## src/rtl/risc_pkg.sv

```systemverilog
// Shared definitions for the 16-bit RISC core, its decoder and the run controller.
// Holds the run-controller state encoding, stop-status codes and opcode field layout.
package risc_pkg;

    typedef enum logic [1:0] {
        S_IDLE = 2'd0,
        S_RUN  = 2'd1,
        S_DONE = 2'd2
    } run_state_e;

    localparam logic [1:0] ST_NONE    = 2'b00;
    localparam logic [1:0] ST_HALT    = 2'b01;
    localparam logic [1:0] ST_BP      = 2'b10;
    localparam logic [1:0] ST_TIMEOUT = 2'b11;

    // The opcode occupies the top OPC_W bits of every instruction word.
    localparam int OPC_W = 4;

    function automatic int idx_width(input int n);
        return (n > 1) ? $clog2(n) : 1;
    endfunction

endpackage

```

## src/rtl/bp_match.sv

```systemverilog
// PC breakpoint comparator bank: flags a hit and reports the lowest matching index.
// Purely combinational so the debug top can reuse it alongside the run controller.
module bp_match
    import risc_pkg::*;
#(
    parameter int NUM_BP = 2,
    parameter int PC_W   = 16
) (
    input  logic [PC_W-1:0]               pc,
    input  logic [NUM_BP-1:0]             bp_en,
    input  logic [NUM_BP*PC_W-1:0]        bp_addr,
    output logic                          hit,
    output logic [idx_width(NUM_BP)-1:0]  idx
);

    localparam int IDX_W = idx_width(NUM_BP);

    // Scan from the top down so the lowest matching comparator is the last writer.
    always_comb begin
        hit = 1'b0;
        idx = '0;
        for (int i = NUM_BP - 1; i >= 0; i--) begin
            if (bp_en[i] && (bp_addr[i*PC_W +: PC_W] == pc)) begin
                hit = 1'b1;
                idx = IDX_W'(i);
            end
        end
    end

endmodule

```

## src/rtl/risc_run_ctrl.sv

```systemverilog
// Run controller for the 16-bit RISC core: gates the core clock enable, counts cycles
// and stops on halt opcode, PC breakpoint, cycle budget or external abort.
module risc_run_ctrl
    import risc_pkg::*;
#(
    parameter int          PC_W        = 16,
    parameter int          INSTR_W     = 16,
    parameter logic [3:0]  HALT_OPCODE = 4'hF,
    parameter int          NUM_BP      = 2,
    parameter int          CYC_W       = 32,
    parameter int unsigned MAX_CYCLES  = 1000
) (
    input  logic                          clk,
    input  logic                          rst,
    input  logic                          start,
    input  logic                          abort,
    input  logic                          step_mode,
    input  logic                          step,
    input  logic [NUM_BP-1:0]             bp_en,
    input  logic [NUM_BP*PC_W-1:0]        bp_addr,
    input  logic [PC_W-1:0]               pc,
    input  logic [INSTR_W-1:0]            instr,
    output logic                          cpu_en,
    output logic                          running,
    output logic                          done,
    output logic [1:0]                    status,
    output logic [idx_width(NUM_BP)-1:0]  bp_idx,
    output logic [CYC_W-1:0]              cycle_count
);

    localparam int               IDX_W  = idx_width(NUM_BP);
    localparam logic [CYC_W-1:0] MAX_CC = CYC_W'(MAX_CYCLES);

    run_state_e         state_q, state_d;
    logic [1:0]         status_q, status_d;
    logic [IDX_W-1:0]   bp_idx_q, bp_idx_d;
    logic [CYC_W-1:0]   cycle_count_q, cycle_count_d;
    logic               bp_mask_q, bp_mask_d;

    logic               bp_hit;
    logic [IDX_W-1:0]   bp_hit_idx;
    logic               active;
    logic               is_halt;
    logic               bp_stop;
    logic               is_timeout;
    logic               cpu_en_c;

    bp_match #(
        .NUM_BP (NUM_BP),
        .PC_W   (PC_W)
    ) u_bp_match (
        .pc      (pc),
        .bp_en   (bp_en),
        .bp_addr (bp_addr),
        .hit     (bp_hit),
        .idx     (bp_hit_idx)
    );

    always_ff @(posedge clk or posedge rst) begin
        if (rst) begin
            state_q       <= S_IDLE;
            status_q      <= ST_NONE;
            bp_idx_q      <= '0;
            cycle_count_q <= '0;
            bp_mask_q     <= 1'b0;
        end else begin
            state_q       <= state_d;
            status_q      <= status_d;
            bp_idx_q      <= bp_idx_d;
            cycle_count_q <= cycle_count_d;
            bp_mask_q     <= bp_mask_d;
        end
    end

    // Stop-condition decode; bp_mask_q suppresses the breakpoint we just resumed from.
    always_comb begin
        active     = (state_q == S_RUN) && (!step_mode || step);
        is_halt    = (instr[INSTR_W-1 -: OPC_W] == HALT_OPCODE);
        bp_stop    = bp_hit && !bp_mask_q;
        is_timeout = (cycle_count_q == MAX_CC);
    end

    always_comb begin
        state_d       = state_q;
        status_d      = status_q;
        bp_idx_d      = bp_idx_q;
        cycle_count_d = cycle_count_q;
        bp_mask_d     = bp_mask_q;
        cpu_en_c      = 1'b0;

        if (abort) begin
            state_d = S_IDLE;
        end else begin
            case (state_q)
                S_IDLE: begin
                    if (start) begin
                        state_d       = S_RUN;
                        status_d      = ST_NONE;
                        cycle_count_d = '0;
                        bp_mask_d     = 1'b0;
                    end
                end
                S_RUN: begin
                    if (active) begin
                        // Only an active cycle consumes the resume mask.
                        bp_mask_d = 1'b0;
                        if (is_halt) begin
                            state_d  = S_DONE;
                            status_d = ST_HALT;
                        end else if (bp_stop) begin
                            state_d  = S_DONE;
                            status_d = ST_BP;
                            bp_idx_d = bp_hit_idx;
                        end else if (is_timeout) begin
                            state_d  = S_DONE;
                            status_d = ST_TIMEOUT;
                        end else begin
                            cpu_en_c      = 1'b1;
                            cycle_count_d = cycle_count_q + 1'b1;
                        end
                    end
                end
                S_DONE: begin
                    if (start && (status_q == ST_BP)) begin
                        state_d   = S_RUN;
                        status_d  = ST_NONE;
                        bp_mask_d = 1'b1;
                    end
                end
                default: begin
                    state_d = S_IDLE;
                end
            endcase
        end
    end

    assign cpu_en      = cpu_en_c;
    assign running     = (state_q == S_RUN);
    assign done        = (state_q == S_DONE);
    assign status      = status_q;
    assign bp_idx      = bp_idx_q;
    assign cycle_count = cycle_count_q;

endmodule
```

## config.mk

```make
export PLATFORM = sky130hd
export DESIGN_NAME = risc_run_ctrl
export DESIGN_NICKNAME = d
export VERILOG_FILES = /design/src/rtl/risc_pkg.sv /design/src/rtl/bp_match.sv /design/src/rtl/risc_run_ctrl.sv
export SDC_FILE = /design/constraint.sdc
export NUM_CORES = 1
export LEC_CHECK = 0
export ABC_AREA = 1
export ABC_CLOCK_PERIOD_IN_PS = 2700
export CORE_MARGIN = 3
export CORE_UTILIZATION = 53
export DETAILED_ROUTE_END_ITERATION = 7
export PLACE_DENSITY_LB_ADDON = 0.25
export SLEW_MARGIN = 20
export SYNTH_ARGS = -nofsm -noshare
export SYNTH_HDL_FRONTEND = slang
export SYNTH_SLANG_ARGS = --single-unit
export TNS_END_PERCENT = 10
```

## constraint.sdc

```tcl
create_clock -name clk -period 2.7 [get_ports clk]
set_input_delay 0.54 -clock clk [delete_from_list [all_inputs] [get_ports clk]]
set_output_delay 0.54 -clock clk [all_outputs]
set_load 0.01 [all_outputs]
```

==> results.yml, run 1 <==
global_route:
  antenna_found_initial: 0
  globalRouteOverflowTotal: 0
  groute.usage.overall: 0.3095
  largest_net_degree_at_the_start_of_global_routing: 39
  via_count_of_the_first_global_routing_pass: 4469
  wire_length_of_the_first_global_routing_pass_mm: 20.98
clock_network:
  cts_root_buf: "clkbuf_8"
  cts.sinks: 38
  clkSlewWorstSetupHoldPaths_ps: 90
  tritoncts: "done"
  cts.repair_timing.setup_buffer_count: 0
  cts_inserted_buffers: 5
  ctsLongestPathBuffers: 2
  post_cts_hold_buffer_count: 0
  clk-insertion-delay-late_ps: 300
  cts_htree_levels: 2
worst_setup_path:
  path_cells: "clkdlybuf4s50_1 -> xnor2_1 -> nand3_1 -> nor2_1 -> nand3_1 -> nand2_1 -> nand2_2 -> nand3_2 -> nor3_1 -> buf_2"
  worstSetupEndpointType: "primary output"
  cp_slowest_stage_delay_ps: 480
  crit_top_cell: "nand3_1"
  timing.critical_path.required_ps: 2160
  critical_path_peak_fanout: 3
  worst-setup-path-type: "primary input to primary output"
  path_buf_inv: 2
  cp-start-kind: "primary input"
  crit_arrival_ps: 2020
  crit_family: "simple AND/OR/NAND/NOR gates"
  cpMaxStageDelayCell: "clkdlybuf4s50_1"
die:
  io_pins: 110
  design.die.area_um2: 8133
  start_util: 0.5498
  row_count: 30
  die_w_um: 90.19
  floorplan.die.height_um: 90.19
  placeableCoreArea_um2: 6832
pwr:
  total_leakage_power_nw: 2.690
  power_density_nw_per_um2: 408.5
  worst_ir_drop_vdd_v: 0.0005012
placement:
  port_buffers: 97
  finalWeightedCongestion: 0.9506
  detailed_place_hpwl_mm: 9.856
  dpl_worst_slack_ps: -282.2
logic_synthesis:
  synth.cell_area_um2: 3756
  post_synth_inst_count: 659
  post-synth-top-area-cell: "dfrtp_1"
  synth.lib_cells_used.distinct: 31
  yosys_warnings: 0
  post-synth-top-area-fraction: 0.2532
  postSynthRegisterBits: 38
  sequential_share_of_the_synthesized_area: 0.2532
  synthTopCellsByArea: "dfrtp_1 (25%), nand2_1 (25%), nor2_1 (10%), inv_1 (9.1%), nand3_1 (7.2%)"
  synth_fp_nets: 733
  synthesis.area_per_instance_um2: 5.700
drt:
  drt_first_pass_iters: 5
  wl_per_cell_um: 14.27
  vias_per_cell: 5.315
  vias: 4688
  drt_drc_violations_left: 0
  routed_wl_mm: 12.59
  first_iter_violations: 384
  antenna_left: 0
sta:
  endpoints_failing_setup: 0
  post-route-period-util: 0.9499
  fmaxAchievable_ghz: 0.3899
  finalCriticalPeriod_ps: 2565
  maxSlewHeadroom: 0.6637
  measured_slew_at_the_worst_slew_check_pin_ps: 504.4
  drv_slew: 0
  whs_ps: 513.6
  hold_viol_final: 0
  finalClockSkew_ps: 9.038
  timing.final.ws_setup_ps: 135.3
job:
  drv_cap: 0
finish:
  layout-area-overhead-vs-synth_pct: 39.11
  num_antenna_cells: 0
  drive_gt1_frac: 0.1043
  nFillCells: 543
  finish.net_count: 859
run_status:
  result_of_the_run: "completed"
hold_path:
  holdCritPathClass: "flop to flop"
-- power breakdown --
part / switching [W] / internal (W)
logic: 0.000530 / 0.000342
registers: 0.0000473 / 0.000608
clock network: 0.000236 / 0.000371
total: 0.000813 / 0.00132
-- layout by cell type, fill, tap and decap left out, types with 10 or more instances in the layout --
cell	n
nor3_1	17
buf_4	35
nand4_1	13
xor2_1	12
clkdlybuf4s50_1	84
dlymetal6s2s_1	11
nand3_1	53
inv_1	91
nor2_2	11
nand2_1	245
a21oi_1	13
nor2_1	94
o21ai_0	10
dfrtp_1	38
-- cells in the mapped netlist --
library cell  instances
inv_1                91
a21oi_1              13
nand3_1              54
a211oi_1              2
nor2_4                3
nor2_2                5
inv_2                 3
nand3_2               5
nor3_2                5
xnor2_1               4
nand4_2               2
o21ai_1               2
buf_6                 3
buf_2                 6
o21ai_0              10
nand2_1             247
and2_1                1
o22ai_1               1
a31oi_1               1
nand2_2               3
ha_1                  2
nor3b_1               2
nor2_1              100
xor2_1               12
buf_4                 6
dfrtp_1              38
nor3b_2               1
nor3_1               17
and3_1                1
nand4_1              13
nor4_1                6
-- cell families (layout without fill, tap and decap cells) --
group / count (synthesis) / count (layout) / share of synthesized area
buf+inv: 109 / 236 / 0.1229
xor+xnor: 16 / 16 / 0.03731
flops: 38 / 38 / 0.2532
fa+ha+maj: 2 / 2 / 0.006661
compound gates: 29 / 29 / 0.04064
simple gates: 465 / 465 / 0.5393
-- final cells by class --
cell class | count | area (µm²) | share of cell area
Multi-Input combinational cell | 512 | 2369 | 0.4533
Sequential cell | 38 | 950.9 | 0.1820
Clock buffer | 5 | 68.82 | 0.01317
Timing Repair Buffer | 134 | 1295 | 0.2478
Tap cell | 96 | 120.1 | 0.02299
Inverter | 94 | 352.8 | 0.06753
Clock inverter | 3 | 68.82 | 0.01317
-- registers in the layout, summed over array words and instances (netlist names) --
name         flops
state_q          2
status           2
bp_mask_q        1
cycle_count     32
bp_idx           1
-- worst paths after layout --
kind / start / end / depth (start not counted) / slack, ps
min reg2reg: bp_idx / bp_idx / 2 / 510
max reg2reg: cycle_count[0] / cycle_count[22] / 11 / 560
max: pc[8] / cpu_en / 10 / 140
max in group asynchronous: rst / cycle_count[6] / 3 / 1660
min: bp_idx / bp_idx / 2 / 510
min in group asynchronous: rst / cycle_count[16] / 3 / 690
-- metrics by stage --
stage	utilization	total power, W	instances	setup TNS (ps)	instance area (µm²)
after CTS	0.7592	0.002117	882	0	5186
after global placement	0.7379	0.001479	874	-232.9	5041
after detailed placement	0.7379	0.001515	874	-282.2	5041
final	0.7648	0.002135	882	0	5225
after global routing	0.7648	0.002248	882	-0.6202	5225
after floorplan	-	0.001164	659	0	3756
-- metal layers --
layer	vias up	share of wire	GRT usage
met1	2138	0.44	0.4339
met5	-	0	0
met4	0	0.018	0.07653
li1	2301	-	-
met3	20	0.078	0.04937
met2	229	0.46	0.4997
-- worst min-delay path, cell delays in order (launching register included) --
cell	delay (ps)
dfrtp_1	360
nand2_1	50
o21ai_0	70
-- timing repair --
item / CTS / global route
cloned: 0 / 0
endpoints found under the setup margin: 1 / 1
resized for setup: 6 / 19
pin swaps: 2 / 5
Power figures use the tool's default switching activity.
==> run 2: changes to the inputs <==
--- a/config.mk
+++ b/config.mk
@@ -7,8 +7,10 @@
 export LEC_CHECK = 0
 export ABC_AREA = 1
 export ABC_CLOCK_PERIOD_IN_PS = 2700
+export CELL_PAD_IN_SITES_DETAIL_PLACEMENT = 0
+export CELL_PAD_IN_SITES_GLOBAL_PLACEMENT = 2
 export CORE_MARGIN = 3
-export CORE_UTILIZATION = 53
+export CORE_UTILIZATION = 26
 export DETAILED_ROUTE_END_ITERATION = 7
 export PLACE_DENSITY_LB_ADDON = 0.25
 export SLEW_MARGIN = 20
==> results.yml, run 2 (synthesized netlist as in run 1, its figures left out) <==
run_status:
  result_of_the_run: "completed"
drt:
  drt_drc_violations_left: 0
  vias: 4439
  vias_per_cell: 4.520
  antenna_left: 0
  drt_first_pass_iters: 5
  first_iter_violations: 258
  routed_wl_mm: 13.51
  wl_per_cell_um: 13.76
sta:
  maxSlewHeadroom: 0.6435
  measured_slew_at_the_worst_slew_check_pin_ps: 534.8
  post-route-period-util: 0.9607
  fmaxAchievable_ghz: 0.3855
  finalClockSkew_ps: 9.736
  finalCriticalPeriod_ps: 2594
  setup-tns-final_ps: 0
  endpoints_failing_setup: 0
  drv_slew: 0
  hold_viol_final: 0
clock_network:
  cts_htree_levels: 2
  clk-insertion-delay-late_ps: 290
  clkSlewWorstSetupHoldPaths_ps: 60
  cts.sinks: 38
  post_cts_hold_buffer_count: 0
  tritoncts: "done"
  cts.repair_timing.setup_buffer_count: 0
  cts_root_buf: "clkbuf_16"
  ctsLongestPathBuffers: 2
  cts_inserted_buffers: 5
placement:
  detailed_place_hpwl_mm: 10.78
  finalWeightedCongestion: 0.8663
  port_buffers: 97
  placed_cell_area_um2: 5266
worst_setup_path:
  r2r.worst_path.cells: 11
  timing.critical_path.required_ps: 2160
  path_cells: "clkdlybuf4s50_1 -> inv_1 -> nand2_1 -> nand2_1 -> nor2_2 -> nand2_1 -> nor2_1 -> nand3_1 -> nand2_1 -> nand2_1 -> nand3_2 -> nor3_2 -> buf_2"
  worstSetupEndpointType: "primary output"
  cp-start-kind: "primary input"
  cp_slowest_stage_delay_ps: 500
  worst-setup-path-type: "primary input to primary output"
  worst-r2r-setup-slack_ps: 700
  worstSetupPathDepth: 13
  crit_top_cell: "nand2_1"
  path_buf_inv: 3
  critical_path_peak_fanout: 3
  crit_arrival_ps: 2050
  crit_family: "simple AND/OR/NAND/NOR gates"
  cpMaxStageDelayCell: "clkdlybuf4s50_1"
pwr:
  power_density_nw_per_um2: 397.6
  power.clock.fraction: 0.289
  power_switching_share: 0.3844
  seq_power_share: 0.298
  p_int_w: 0.001333
  total_leakage_power_nw: 2.723
  power_switching_w: 0.0008321
  comb_power_share: 0.413
  worst_ir_drop_vdd_v: 0.0003673
finish:
  nFillCells: 1557
  finish.net_count: 875
  drive_gt1_frac: 0.1209
  max_reg_flops: 32
  seqCellArea_um2: 950.9
  num_antenna_cells: 0
  layout_common_cells: "nand2_1 (247), nor2_1 (94), inv_1 (91), clkdlybuf4s50_1 (86), nand3_1 (53)"
  final_common_cell: "nand2_1"
  layout-area-overhead-vs-synth_pct: 44.94
  finish.utilization: 0.3892
  design_area_um2: 5444
  multi_input_comb_area_um2: 2369
global_route:
  groute.usage.overall: 0.1708
  via_count_of_the_first_global_routing_pass: 4418
  wire_length_of_the_first_global_routing_pass_mm: 22.54
  globalRouteOverflowTotal: 0
  largest_net_degree_at_the_start_of_global_routing: 39
  antenna_found_initial: 0
die:
  placeableCoreArea_um2: 13990
  design.die.area_um2: 15930
  start_util: 0.2685
  row_count: 43
  floorplan.die.height_um: 126.2
  die_w_um: 126.2
  io_pins: 110
hold_path:
  holdCritPathClass: "flop to flop"
  worst_hold_path_cell_count: 2
job:
  drv_cap: 0
[run 2: cell count changes in the layout (fill, tap and decap cells not counted), sizes merged]
cell | before | now
dlygate4sd2 | 1 | 5
clkinvlp | 0 | 1
dlymetal6s2s | 11 | 5
clkdlybuf4s50 | 84 | 86
clkbuf | 5 | 6
buf | 38 | 54
bufinv | 2 | 0
[run 2: through the flow]
stage | hold slack, ps | power (W) | std cells | worst slack, ps
CTS | 494.9 | 0.002188 | 982 | 75.70
finish | 492.0 | 0.002165 | 982 | 106.0
global route | 531.7 | 0.002325 | 982 | -11.39
detailed placement | 479.1 | 0.001556 | 974 | -307.8
floorplan | 504.3 | 0.001164 | 659 | 766.1
global placement | 470.1 | 0.001543 | 974 | -306.6
[run 2: power by group through the flow]
stage	Clock, W	Combinational [W]	Sequential (W)
6_report	0.000624	0.000895	0.000645
5_1_grt	0.000662	0.00101	0.000652
4_1_cts	0.000641	0.000901	0.000645
3_5_place_dp	0	0.000901	0.000655
3_3_place_gp	0	0.000891	0.000652
2_1_floorplan	0	0.000501	0.000663
[run 2: worst register-to-register path, cell delays in order, from the launching register on]
cell	delay (ps)
dfrtp_1	380
inv_1	90
ha_1	140
inv_1	60
nor3_1	190
nand4_1	140
nor3_1	310
nand3_1	170
nand4_2	150
buf_12	200
nand2_1	70
nand2_1	60
[run 2: final cells by class]
cell class	instances	share of cell area
Clock inverter	2	0.002298
Sequential cell	38	0.1747
Timing Repair Buffer	150	0.2563
Multi-Input combinational cell	512	0.4351
Inverter	94	0.06481
Clock buffer	6	0.02551
Tap cell	180	0.04137
[run 2: path summary, 6_finish.rpt]
path	from	to
max	pc[0]	cpu_en
min in group asynchronous	rst	cycle_count[12]
max reg2reg	cycle_count[0]	cycle_count[1]
min reg2reg	bp_idx	bp_idx
min	bp_idx	bp_idx
max in group asynchronous	rst	status[0]
[run 2: metal layers]
metal  vias to the layer above  share of wire  GRT usage
met5                         -              0          0
met3                         7          0.039    0.02417
met2                       102           0.43     0.2623
met1                      1996           0.53     0.2630
li1                       2334              -          -
met4                         0         0.0042    0.01577
[run 2: repair_timing]
item,in CTS,in global routing
gates cloned,0,0
hold endpoints to repair,0,0
gates resized for setup,10,12
setup endpoints to repair,1,1
pin swaps,6,3
